File: config.mk
export PLATFORM = sky130hd
export DESIGN_NAME = turn_controller
export DESIGN_NICKNAME = d
export VERILOG_FILES = /design/src/rtl/turn_controller_pkg.sv /design/src/rtl/turn_controller_line.sv /design/src/rtl/turn_controller.sv
export SDC_FILE = /design/constraint.sdc
export NUM_CORES = 1
export LEC_CHECK = 0
export BUFFER_PORTS_ARGS = -buffer_cell sky130_fd_sc_hd__clkbuf_2
export CORE_MARGIN = 4
export CORE_UTILIZATION = 54
export DETAILED_ROUTE_END_ITERATION = 10
export PLACE_DENSITY = 0.82
export SYNTH_ARGS = -nofsm -noshare
export SYNTH_HDL_FRONTEND = slang
export SYNTH_SLANG_ARGS = --single-unit
File: constraint.sdc
create_clock -name clk -period 4.5 [get_ports clk]
set_clock_uncertainty 0.05 [all_clocks]
set_input_delay 0.9 -clock clk [delete_from_list [all_inputs] [get_ports clk]]
set_output_delay 0.9 -clock clk [all_outputs]
set_load 0.01 [all_outputs]
File: src/rtl/turn_controller_pkg.sv
// Shared constants, state encoding and win-line table for the tic-tac-toe turn controller.
package turn_controller_pkg;

    localparam logic [1:0] MARK_EMPTY = 2'b00;
    localparam logic [1:0] MARK_O     = 2'b01;
    localparam logic [1:0] MARK_X     = 2'b10;
    localparam logic [1:0] WIN_DRAW   = 2'b11;

    localparam int NUM_CELLS = 9;
    localparam int GRID_W    = 2 * NUM_CELLS;
    localparam int NUM_LINES = 8;

    typedef enum logic [2:0] {
        IDLE,
        WAIT_O,
        WAIT_X,
        COMMIT,
        CHECK,
        DONE
    } state_t;

    // Rows, columns, then the two diagonals
    localparam int WIN_LINES [NUM_LINES][3] = '{
        '{0, 1, 2}, '{3, 4, 5}, '{6, 7, 8},
        '{0, 3, 6}, '{1, 4, 7}, '{2, 5, 8},
        '{0, 4, 8}, '{2, 4, 6}
    };

    function automatic logic [1:0] cell_at(input logic [GRID_W-1:0] grid, input logic [3:0] pos);
        logic [GRID_W-1:0] shifted;
        shifted = grid >> {pos, 1'b0};
        return shifted[1:0];
    endfunction

endpackage

File: src/rtl/turn_controller_line.sv
// Combinational check: does any of the eight win lines hold three copies of the given mark.
module line_detector
    import turn_controller_pkg::*;
(
    input  logic [GRID_W-1:0] grid,
    input  logic [1:0]        mark,
    output logic              hit
);

    always_comb begin
        hit = 1'b0;
        for (int l = 0; l < NUM_LINES; l++) begin
            if (mark != MARK_EMPTY &&
                grid[2*WIN_LINES[l][0] +: 2] == mark &&
                grid[2*WIN_LINES[l][1] +: 2] == mark &&
                grid[2*WIN_LINES[l][2] +: 2] == mark) begin
                hit = 1'b1;
            end
        end
    end

endmodule

File: src/rtl/turn_controller.sv
// Game sequencer in front of the mark recorder: turn arbitration, move legality, win/draw detection.
// Optional per-turn timeout is built only when TURN_TIMEOUT_EN is defined.
module turn_controller
    import turn_controller_pkg::*;
#(
    parameter int MAX_MOVES      = 0,
    parameter int TIMEOUT_CYCLES = 1000
) (
    input  logic              clk,
    input  logic              rst,
    input  logic              start,
    input  logic              p1_valid,
    input  logic [3:0]        p1_pos,
    input  logic              p2_valid,
    input  logic [3:0]        p2_pos,
    input  logic [GRID_W-1:0] grid,
    output logic [1:0]        mark,
    output logic [3:0]        position,
    output logic              game_state,
    output logic              turn,
    output logic              illegal,
    output logic              timeout,
    output logic [1:0]        winner,
    output logic [7:0]        move_count
);

    if (MAX_MOVES < 0 || TIMEOUT_CYCLES < 1) begin : g_bad_params
        $error("turn_controller: MAX_MOVES must be >= 0 and TIMEOUT_CYCLES >= 1");
    end

    state_t     state, next_state;
    logic       in_wait;
    logic       mover_valid;
    logic [3:0] mover_pos;
    logic [1:0] mover_mark;
    logic       legal;
    logic       expired;
    logic       win_hit;
    logic       limit_hit;

    logic [1:0] mark_d;
    logic [3:0] position_d;
    logic       turn_d;
    logic       illegal_d;
    logic [1:0] winner_d;
    logic [7:0] move_count_d;
    logic       game_state_d;

    // Only the player whose turn it is gets looked at; the other strobe never matters
    assign in_wait     = (state == WAIT_O) || (state == WAIT_X);
    assign mover_valid = turn ? p2_valid : p1_valid;
    assign mover_pos   = turn ? p2_pos   : p1_pos;
    assign mover_mark  = turn ? MARK_X   : MARK_O;
    assign legal       = in_wait && mover_valid && (int'(mover_pos) < NUM_CELLS) &&
                         (cell_at(grid, mover_pos) == MARK_EMPTY);
    assign limit_hit   = (MAX_MOVES != 0) && (int'(move_count) == MAX_MOVES);

    line_detector u_line_detector (
        .grid (grid),
        .mark (mover_mark),
        .hit  (win_hit)
    );

`ifdef TURN_TIMEOUT_EN
    logic [31:0] wait_cnt;
    logic        timeout_d;

    // Counts cycles spent in the current WAIT state; any entry into a WAIT restarts it
    always_ff @(posedge clk or negedge rst) begin
        if (!rst) begin
            wait_cnt <= '0;
        end else if ((next_state == WAIT_O || next_state == WAIT_X) && next_state == state) begin
            wait_cnt <= wait_cnt + 32'd1;
        end else begin
            wait_cnt <= '0;
        end
    end

    assign expired   = in_wait && (wait_cnt == 32'(TIMEOUT_CYCLES - 1));
    assign timeout_d = expired && !legal;

    always_ff @(posedge clk or negedge rst) begin
        if (!rst) begin
            timeout <= 1'b0;
        end else begin
            timeout <= timeout_d;
        end
    end
`else
    assign expired = 1'b0;
    assign timeout = 1'b0;
`endif

    always_ff @(posedge clk or negedge rst) begin
        if (!rst) begin
            state      <= IDLE;
            mark       <= MARK_EMPTY;
            position   <= '0;
            game_state <= 1'b0;
            turn       <= 1'b0;
            illegal    <= 1'b0;
            winner     <= MARK_EMPTY;
            move_count <= '0;
        end else begin
            state      <= next_state;
            mark       <= mark_d;
            position   <= position_d;
            game_state <= game_state_d;
            turn       <= turn_d;
            illegal    <= illegal_d;
            winner     <= winner_d;
            move_count <= move_count_d;
        end
    end

    always_comb begin
        next_state = state;
        case (state)
            IDLE:           if (start) next_state = WAIT_O;
            WAIT_O, WAIT_X: begin
                if (legal) begin
                    next_state = COMMIT;
                end else if (expired) begin
                    next_state = turn ? WAIT_O : WAIT_X;
                end
            end
            COMMIT:         next_state = CHECK;
            CHECK: begin
                if (win_hit || limit_hit) begin
                    next_state = DONE;
                end else begin
                    next_state = turn ? WAIT_O : WAIT_X;
                end
            end
            DONE:           next_state = DONE;
            default:        next_state = IDLE;
        endcase
    end

    // Outputs are computed one cycle ahead so that the registered mark lines up with COMMIT
    always_comb begin
        mark_d       = MARK_EMPTY;
        position_d   = '0;
        turn_d       = turn;
        illegal_d    = 1'b0;
        winner_d     = winner;
        move_count_d = move_count;
        game_state_d = (next_state == WAIT_O) || (next_state == WAIT_X) ||
                       (next_state == COMMIT) || (next_state == CHECK);
        case (state)
            IDLE: begin
                if (start) begin
                    turn_d       = 1'b0;
                    winner_d     = MARK_EMPTY;
                    move_count_d = '0;
                end
            end
            WAIT_O, WAIT_X: begin
                if (legal) begin
                    mark_d     = mover_mark;
                    position_d = mover_pos;
                end else begin
                    illegal_d = mover_valid;
                    if (expired) turn_d = ~turn;
                end
            end
            COMMIT: begin
                move_count_d = (move_count == 8'hFF) ? move_count : move_count + 8'd1;
            end
            CHECK: begin
                if (win_hit) begin
                    winner_d = mover_mark;
                end else if (limit_hit) begin
                    winner_d = WIN_DRAW;
                end else begin
                    turn_d = ~turn;
                end
            end
            default: ;
        endcase
    end

endmodule

== After elaboration in Yosys (flattened, before gate mapping) ==
Index checks and enable logic that the tools add are counted.

* Multiply operators: 0
* Equal/unequal tests: 23
* Divide/modulo/power cells: 0
* Add/subtract/negate cells: 1
* Magnitude comparators: 1
* Shift operators: 1
* Mux-type cells: 31
* Reduce and logical (&&, ||, !) cells: 37
* Bitwise gates (word level): 1

{| class="wikitable"
|+ Operators by type and width
! cell !! count
|-
| $logic_and A1 B1 Y1 || 24
|-
| $eq A2 B2 Y1 || 9
|-
| $shr A18 B5 Y2 || 1
|-
| $mux W8 || 2
|-
| $pmux W8 S2 || 1
|-
| $pmux W3 S5 || 1
|-
| $mux W1 || 13
|-
| $eq A3 B2 Y1 const B || 4
|-
| $mux W2 || 6
|-
| $mux W4 || 3
|-
| $eq A3 B3 Y1 const B || 3
|-
| $mux W3 || 3
|-
| $reduce_and A3 Y1 || 3
|-
| $add A8 B1 Y8 const B || 1
|-
| $eq A8 B8 Y1 const B || 1
|-
| $eq A3 B1 Y1 const B || 2
|-
| $ne A2 B2 Y1 const B || 3
|-
| $reduce_bool A2 Y1 || 3
|-
| $logic_or A1 B1 Y1 || 4
|-
| $lt A4 B4 Y1 const B || 1
|-
| $pmux W2 S2 || 1
|-
| $logic_not A3 Y1 || 1
|-
| $logic_not A2 Y1 || 1
|-
| $ne A2 B1 Y1 const B || 1
|-
| 3 further kinds || 3
|}

* Output and inout bits: 20
* Register bits after elaboration: 22
* Input port bits: 31
* Bits in read-only memories: 0
* RAM bits: 0
* Memories kept: 0
* Bits in latches: 0
* Logic and storage cells: 103

== Longest topological paths before layout ==
Gate-level depths: netlist of run 1.

* Depth after elaboration: 19
* Mapped depth: 8

== Modules after synthesis ==
Synthesis of run 1 repeated with hierarchy kept, for this count alone.

* Cell total of the unflattened synthesis: 185
* Area total of the unflattened synthesis: 1641.6 µm²

{| class="wikitable"
|+ By module, submodules not included
! module !! times used !! sequential area each (µm²) !! area an instance (µm²) !! cells an instance
|-
| turn_controller || 1 || 550.5 || 1221.2 || 127
|-
| line_detector || 1 || 0.0 || 420.4 || 58
|}

== Worst setup path before layout of run 1 ==
OpenSTA, ideal clock, no wires.

* Path type: in2reg
* Start: input port p1_pos[0]
* End: register game_state
* Path slack: 2.236 ns
* Path buffers: 0
* Arrival: 2.129 ns
* Stages: 6
* Setup time: 0.086 ns
* Data required time: 4.364 ns
* Cells stage by stage: mux2i_4 mux2i_1 a22oi_2 a22oi_2 a21oi_4 a32oi_1

* Longest elaborated chain between the ends: 10
* Elaborated cells between the ends (all ways): 15
* Classes of those cells: 1 x order compare; 4 x eq/ne; 1 x shift; 3 x mux; 6 x reduce/logical

{| class="wikitable"
|+ Ends and longest elaborated chain
! item !! line !! RTL
|-
| from (decl) || turn_controller.sv:13 || <nowiki>input logic [3:0] p1_pos,</nowiki>
|-
| $mux W4 (*) || turn_controller.sv:52 || <nowiki>assign mover_pos = turn ? p2_pos : p1_pos;</nowiki>
|-
| $shr A18 B5 Y2 / $lt A4 B4 Y1 (equally long branches) || turn_controller_pkg.sv:31, turn_controller.sv:54 ||
|-
| $logic_not A2 Y1 / $logic_and A1 B1 Y1 (equally long branches) || turn_controller.sv:55, turn_controller.sv:54 ||
|-
| $logic_and A1 B1 Y1 (*) || turn_controller.sv:54 || <nowiki>assign legal = in_wait && mover_valid && (int'(mover_pos) < NUM_CELLS) &&</nowiki>
|-
| $mux W3 (*) || turn_controller.sv:121 || <nowiki>if (legal) begin</nowiki>
|-
| $pmux W3 S5 (*) || turn_controller.sv:118 || <nowiki>case (state)</nowiki>
|-
| $eq A3 B1 Y1 / $eq A3 B2 Y1 (equally long branches) || turn_controller.sv:148 || <nowiki>game_state_d = (next_state == WAIT_O) || (next_state == WAIT_X) ||</nowiki>
|-
| $logic_or A1 B1 Y1 (2 in series) || turn_controller.sv:148 ||
|-
| $logic_or A1 B1 Y1 (*) || turn_controller.sv:149 || <nowiki>(next_state == COMMIT) || (next_state == CHECK);</nowiki>
|-
| net game_state_d || turn_controller.sv:47 || <nowiki>logic game_state_d;</nowiki>
|-
| to (signal assigned) || turn_controller.sv:108 || <nowiki>game_state <= game_state_d;</nowiki>
|-
| to (decl) || turn_controller.sv:19 || <nowiki>output logic game_state,</nowiki>
|}

Mark *: on every way through the listed nets, which the timed path passes. The rest lies on a longest branch.
A chain may end at the register's enable or synchronous reset.

== Worst setup path after layout of run 1 ==
* Start: register turn
* End: register game_state

* Longest elaborated chain between the ends: 19
* Elaborated cells between the ends (all ways): 59
* Classes of those cells: 1 x order compare; 13 x eq/ne; 1 x shift; 15 x mux; 29 x reduce/logical

{| class="wikitable"
|+ Ends and longest elaborated chain
! item !! line !! RTL
|-
| from (decl) || turn_controller.sv:20 || <nowiki>output logic turn,</nowiki>
|-
| from (signal assigned) || turn_controller.sv:109 || <nowiki>turn <= turn_d;</nowiki>
|-
| $mux W2 || turn_controller.sv:53 || <nowiki>assign mover_mark = turn ? MARK_X : MARK_O;</nowiki>
|-
| $eq A2 B2 Y1 / $reduce_bool A2 Y1 (equally long branches) || turn_controller_line.sv:14, turn_controller_line.sv:13 ||
|-
| $logic_and A1 B1 Y1 || turn_controller_line.sv:13 || <nowiki>if (mark != MARK_EMPTY &&</nowiki>
|-
| $logic_and A1 B1 Y1 || turn_controller_line.sv:14 || <nowiki>grid[2*WIN_LINES[l][0] +: 2] == mark &&</nowiki>
|-
| $logic_and A1 B1 Y1 || turn_controller_line.sv:15 || <nowiki>grid[2*WIN_LINES[l][1] +: 2] == mark &&</nowiki>
|-
| $mux W1 (8 in series) || turn_controller_line.sv:13 ||
|-
| $mux W3 || turn_controller.sv:129 || <nowiki>if (win_hit || limit_hit) begin</nowiki>
|-
| $pmux W3 S5 (*) || turn_controller.sv:118 ||
|-
| $eq A3 B1 Y1 / $eq A3 B2 Y1 (equally long branches) || turn_controller.sv:148 ||
|-
| $logic_or A1 B1 Y1 (2 in series) || turn_controller.sv:148 ||
|-
| $logic_or A1 B1 Y1 (*) || turn_controller.sv:149 ||
|-
| net game_state_d || turn_controller.sv:47 ||
|}

Marked as above.

==> metrics.md, run 1 <==
| Metric | Value |
|---|---|
| Status | `finished clean` |
| Syn Area/Cell | `9.19 um^2` |
| Total gr overflow | `0` |
| Slew Viols, Final | `0` |
| Net Sw Power | `0.310 mW` |
| Non-filler cells, final | `roughly 240` |
| Row Count | `18` |
| Maxcap violations | `0` |
| TritonCTS sink count | `22` |
| DRT iter0 DRCs | `52` |
| Postcts setup bufs | `0` |
| Largest cells by area after synthesis | `dfrtp_1 36%, mux2i_1 8.6%, nand2b_1 5.0%` |
| Slew headroom | `between 20 and 30%` |
| Worst-path clk slew | `0.10 ns` |
| Skew-Pair Late Insertion Delay | `approximately 0.3 ns` |
| CORE AREA | `2570 um^2` |
| All-Layer GR Usage | `about a fifth` |
| Hold_ws | `0.487 ns` |
| P&R area growth vs syn | `18.1%` |
| Post-synth EDFFs | `0` |
| Number of global-route vias before repair | `1,352` |
| Worst-margin pin slew | `around 1.1 ns` |
| DP Wirelength | `3060 um` |
| Crit share post-route | `60.6%` |
| Pwr/cell area | `between 400 and 500 nW/um^2` |
| Startpoint Class | `flip-flop` |
| Nets | `245` |
| Pleak | `between 0.8 and 0.9 nW` |
| Wire per inst | `roughly 15 um` |
| Post-Route Setup TNS | `0 ns` |
| Sequential fraction of the synthesis area | `36.3%` |
| Die W | `a little over 60 um` |
| Setup CP Type | `flip-flop to flip-flop` |
| Antenna Cells | `0` |
| VDD IR-drop max | `0.324 mV` |
| Iteration count of the initial detailed-routing pass | `5` |
| Minimum clock period | `2.73 ns` |
| Post-cts sizing count | `0` |
| Mapped Nets | `197` |
| Full die area | `3720 um^2` |
| PortBufs | `49` |
| CP Capture Type | `flip-flop` |
| Clock root buffer | `clkbuf_4` |
| Worst path required time | `4.66 ns` |
| Io pins | `51` |
| Largest net degree at the start of global routing | `30` |
| Async set-reset flop share out of synthesis | `100%` |
| Part of the power in registers | `a little over two fifths` |
| Synth Register Bits | `22` |
| ANT nets after route | `0` |
| Largest area contributor in the netlist | `dfrtp_1` |
| Die Y | `61.0 um` |
| Syn Std Cell Area | `~1500 um^2` |
| Initial antenna violation count | `0` |
| Commonest cells in the synthesized netlist | `22 x dfrtp_1, 15 x nand2_1, 15 x nor2_1` |
| Most frequent cell after synthesis | `dfrtp_1` |
| Fmax | `367 MHz` |
| CTS tree | `built` |
| H-tree levels | `1` |
| Count of cell types in the netlist | `41` |
| Setup-failing EPs final | `0` |
| Clk pwr share | `14.1%` |
| GPL Wtd Cong | `0.871` |
| Final wirelength | `3730 um` |
| Synth warn | `0` |
| RSZ-0062 raised after global routing | `false` |
| Vias/cell | `5.98` |
| CTS Buf Count | `3` |
| Dpl cells | `238` |
| Initial Utilization | `59.1%` |
| Via count | `about 1,400` |
| First-pass GRT wire length | `6000 um` |
| Switch share | `41.5%` |
| DRC viols | `0` |
| Final hold violation count | `0` |
| CTS max path bufs | `2` |
| HP Class | `flip-flop to flip-flop` |
| Worst-path fanout max | `29` |
| Layout cells sized above 1 | `29.7%` |
| Pint | `between 0.4 and 0.5 mW` |
| Cell count after synthesis | `roughly 170` |
| Arr. time, crit path | `2.89 ns` |
| Cts-stage hold buffer count | `0` |
| Comb power frac | `42.9%` |
| Share of the synthesized area in the top cell type | `36.3%` |
| Prevailing post-synth register cell | `dfrtp_1` |
sequential cells by signal, summed over array words and instances (netlist names):
signal,cells
move_count,8
position,4
state,3
mark,2
winner,2
game_state,1
illegal,1
turn,1
per-stage QoR:
| step | power [mW] | utilization (%) | cell area (um^2) | worst slack (ns) |
|---|---|---|---|---|
| global placement | 0.633 | 68.3 | 1750 | 1.95 |
| detailed placement | 0.645 | 68.3 | 1750 | 1.82 |
| global route | 0.807 | 69.7 | 1790 | 1.54 |
| CTS | 0.749 | 69.7 | 1790 | 1.80 |
| floorplan | 0.556 | - | 1520 | 2.24 |
| finish | 0.747 | 69.7 | 1790 | 1.77 |
worst paths after layout:
check,start,end,slack (ns),cells after the start
max,turn,game_state,1.77,6
min,winner[0],winner[0],0.49,2
max reg2reg,turn,game_state,1.77,6
min reg2reg,winner[0],winner[0],0.49,2
max in group asynchronous,rst,position[0],3.54,1
min in group asynchronous,rst,illegal,0.50,1
critical path, stage by stage (launching register included):
cell and delay (ns):
dfrtp_1 0.98, mux2i_4 0.58, mux2i_1 0.28, a22oi_2 0.11
a22oi_2 0.30, a21oi_4 0.12, a32oi_1 0.21
layout by cell type, fill, tap and decap left out, types with 2 or more instances in the layout:
cell type / Yosys / final
o32ai_1: 4 / 4
nor3b_1: 4 / 4
nand4_1: 5 / 5
nand3_1: 4 / 4
o21ai_0: 6 / 6
nor2_1: 15 / 15
clkbuf_4: 0 / 3
a22oi_2: 3 / 3
nand2_1: 15 / 15
nor3_1: 3 / 3
inv_1: 4 / 4
a21oi_1: 3 / 3
clkbuf_2: 0 / 49
nand3b_1: 4 / 4
o22ai_1: 10 / 10
or3b_2: 3 / 3
mux2i_1: 13 / 13
a22oi_1: 2 / 2
xnor2_1: 4 / 4
nor2b_1: 3 / 3
dfrtp_1: 22 / 22
or3_1: 2 / 2
xor2_1: 2 / 2
nand2b_1: 12 / 12
area by class of cell:
cell class / count / area (um^2)
tap: 30 / 37.5
fill: 223 / 777
sequential: 22 / 551
inverter: 4 / 15.0
clock buffer: 4 / 36.3
multi-input combinational: 133 / 906
timing repair buffer: 49 / 245
cells by family (layout without fill, tap and decap cells):
logic type,Yosys count,after routing,synth area share (%)
xor gates and xnor gates,6,6,3.47
other,1,1,0.247
adders and majority gates,1,1,0.825
AOI/OAI and AO/OA,35,35,17.0
buffers and inverters,10,57,3.96
and+or+nand+nor,75,75,27.4
DFF,22,22,36.3
muxes,15,15,10.8
per-layer routing:
layer | track usage (%) | share of wire (%) | up-vias
li1 | - | - | 709
met1 | 28.1 | 42 | 669
met2 | 36.3 | 49 | 62
met5 | 0 | 0 | -
met4 | 7.74 | 1.5 | 0
met3 | 2.13 | 7.2 | 6
power by group through the flow:
| stage | combinational (mW) | clock (mW) | sequential [mW] |
|---|---|---|---|
| detailed placement | 0.320 | 0 | 0.325 |
| finish | 0.320 | 0.105 | 0.321 |
| CTS | 0.321 | 0.108 | 0.320 |
| global placement | 0.312 | 0 | 0.321 |
| global route | 0.360 | 0.116 | 0.331 |
| floorplan | 0.258 | 0 | 0.298 |
(Power assumes the default switching activity.)
==> run 2: changes to the inputs <==
Settings changed: CORE_UTILIZATION 54 to 45, PLACE_DENSITY 0.82 to 0.72.
Clock period 4.5 ns to 2.3 ns, I/O delays scaled along.
==> run 2 against run 1 <==
Combinational power is 140% higher. Final cell count increased by 9.1%. First-iteration DRC count rose to 4.0 times the previous value. Sequential share of layout area shrank 1.2 points. Final area up 4.5%. Via count up 3.6%. Worst setup slack lost 1.7 ns. Critical path depth rose by 1. Sequential power rose by 79%. Critical endpoint unchanged.
==> metrics.md, run 2 (synthesis results as in run 1) <==
| Metric | Value |
|---|---|
| Row Count | `20` |
| Skew-Pair Late Insertion Delay | `0.30 ns` |
| Slew headroom | `64.8%` |
| Commonest non-fill, non-tap cell in the layout | `clkbuf_2` |
| CTS max path bufs | `2` |
| RSZ-0062 raised after global routing | `false` |
| Dpl cells | `261` |
| Worst path required time | `approximately 2.5 ns` |
| Commonest non-fill, non-tap cells in the layout | `49 x clkbuf_2, 21 x dfrtp_1, 15 x nand2_1, 15 x nor2_1, 13 x mux2i_1` |
| CP Capture Type | `flip-flop` |
| CTS Buf Count | `3` |
| TritonCTS sink count | `22` |
| Die Y | `between 60 and 70 um` |
| Met1 WL | `1690 um` |
| Largest net degree at the start of global routing | `23` |
| P&R area growth vs syn | `23.3%` |
| Cell Area, Placed | `1840 um^2` |
| HP Class | `input port to async pin` |
| Non-filler cells, final | `264` |
| VDD IR-drop max | `0.251 mV` |
| Total gr overflow | `0` |
| GPL Wtd Cong | `between 0.8 and 0.9` |
| Io pins | `51` |
| Power, Total | `1.50 mW` |
| Minimum clock period | `2.18 ns` |
| Fmax | `about 460 MHz` |
| Met2 Wirelength | `2100 um` |
| Hold_ws | `approximately 0.061 ns` |
| Layout cells sized above 1 | `33.2%` |
| Final hold violation count | `0` |
| Arr. time, crit path | `2.36 ns` |
| DRT iter0 DRCs | `206` |
| Top Registers | `move_count x8, position x4, state x3` |
| CTS tree | `built` |
| Largest reg by FF count | `move_count` |
| Final wirelength | `4100 um` |
| Wire per inst | `15.5 um` |
| Setup CP Type | `flip-flop to flip-flop` |
| Post-Route Setup TNS | `0 ns` |
| Postcts setup bufs | `0` |
| Vias/cell | `5.67` |
| Design area | `roughly 1900 um^2` |
| H-tree levels | `1` |
| Worst-path clk slew | `0.11 ns` |
| Worst-margin pin slew | `0.528 ns` |
| Die W | `66.1 um` |
| Largest register FFs | `8` |
| Nets | `254` |
| PortBufs | `49` |
| First-pass GRT wire length | `6620 um` |
| CORE AREA | `3130 um^2` |
| Slew Viols, Final | `0` |
| DRC viols | `0` |
| Wire length on met3 | `roughly 210 um` |
| Startpoint Class | `flip-flop` |
| Full die area | `4360 um^2` |
| All-Layer GR Usage | `19.7%` |
| DR top layer | `met4` |
| Setup-failing EPs final | `0` |
| Pleak | `approximately 0.9 nW` |
| Initial Utilization | `about half` |
| Via count | `about 1,500` |
| Pwr/cell area | `~800 nW/um^2` |
| Clock root buffer | `clkbuf_4` |
| DP Wirelength | `3300 um` |
| Antenna Cells | `0` |
| Maxcap violations | `0` |
| Crit share post-route | `94.9%` |
| Iteration count of the initial detailed-routing pass | `4` |
| Number of global-route vias before repair | `1,487` |
| Worst-path fanout max | `11` |
| ANT nets after route | `0` |
| Initial antenna violation count | `0` |
| Status | `finished clean` |
## run 2: stage by stage
| step | util (%) | worst slack [ns] |
|---|---|---|
| 2_1_floorplan | - | 0.317 |
| 3_3_place_gp | 58.8 | 0.123 |
| 3_5_place_dp | 58.8 | 0.0363 |
| 4_1_cts | 59.5 | 0.00446 |
| 5_1_grt | 59.8 | 0.00296 |
| 6_report | 59.8 | 0.118 |
## run 2: final cells by class
class                      instances  area (um^2)
inverter                           4         15.0
tap                               44         55.1
multi-input combinational        133          913
sequential                        22          552
timing repair buffer              58          313
fill                             290         1260
clock buffer                       3         22.5
## run 2: metal layers
| metal | up-vias | global-route usage [%] |
|---|---|---|
| met5 | - | 0 |
| li1 | 721 | - |
| met4 | 0 | 12.2 |
| met3 | 8 | 2.21 |
| met1 | 707 | 23.4 |
| met2 | 62 | 33.8 |
## run 2: final timing paths
kind | from | to | slack, ns | depth (start not counted)
max in group asynchronous | rst | turn | 1.76 | 1
min in group clk | p2_pos[2] | position[2] | 0.39 | 3
setup / recovery | turn | game_state | 0.12 | 7
hold / removal | rst | winner[1] | 0.06 | 1
hold reg to reg | winner[1] | winner[1] | 0.49 | 2
setup reg to reg | turn | game_state | 0.12 | 7
## run 2: worst max-delay path: stages, from the launching register on
cell,delay (ns)
dfrtp_2,0.51
mux2i_4,0.36
buf_4,0.21
mux2i_1,0.25
a22oi_2,0.12
a22oi_2,0.26
a21oi_4,0.13
a32oi_1,0.21
## run 2: where the power goes
part | switching [mW] | internal [mW] | leakage (nW)
Clock | 0.108 | 0.0611 | 0.0138
Sequential | 0.100 | 0.476 | 0.292
Combinational | 0.420 | 0.337 | 0.575
Total | 0.629 | 0.874 | 0.881
## run 2: repair_timing
item | in CTS | in global routing
setup endpoints to repair | 0 | 4
resized for setup | 0 | 3
hold buffers | 0 | 0
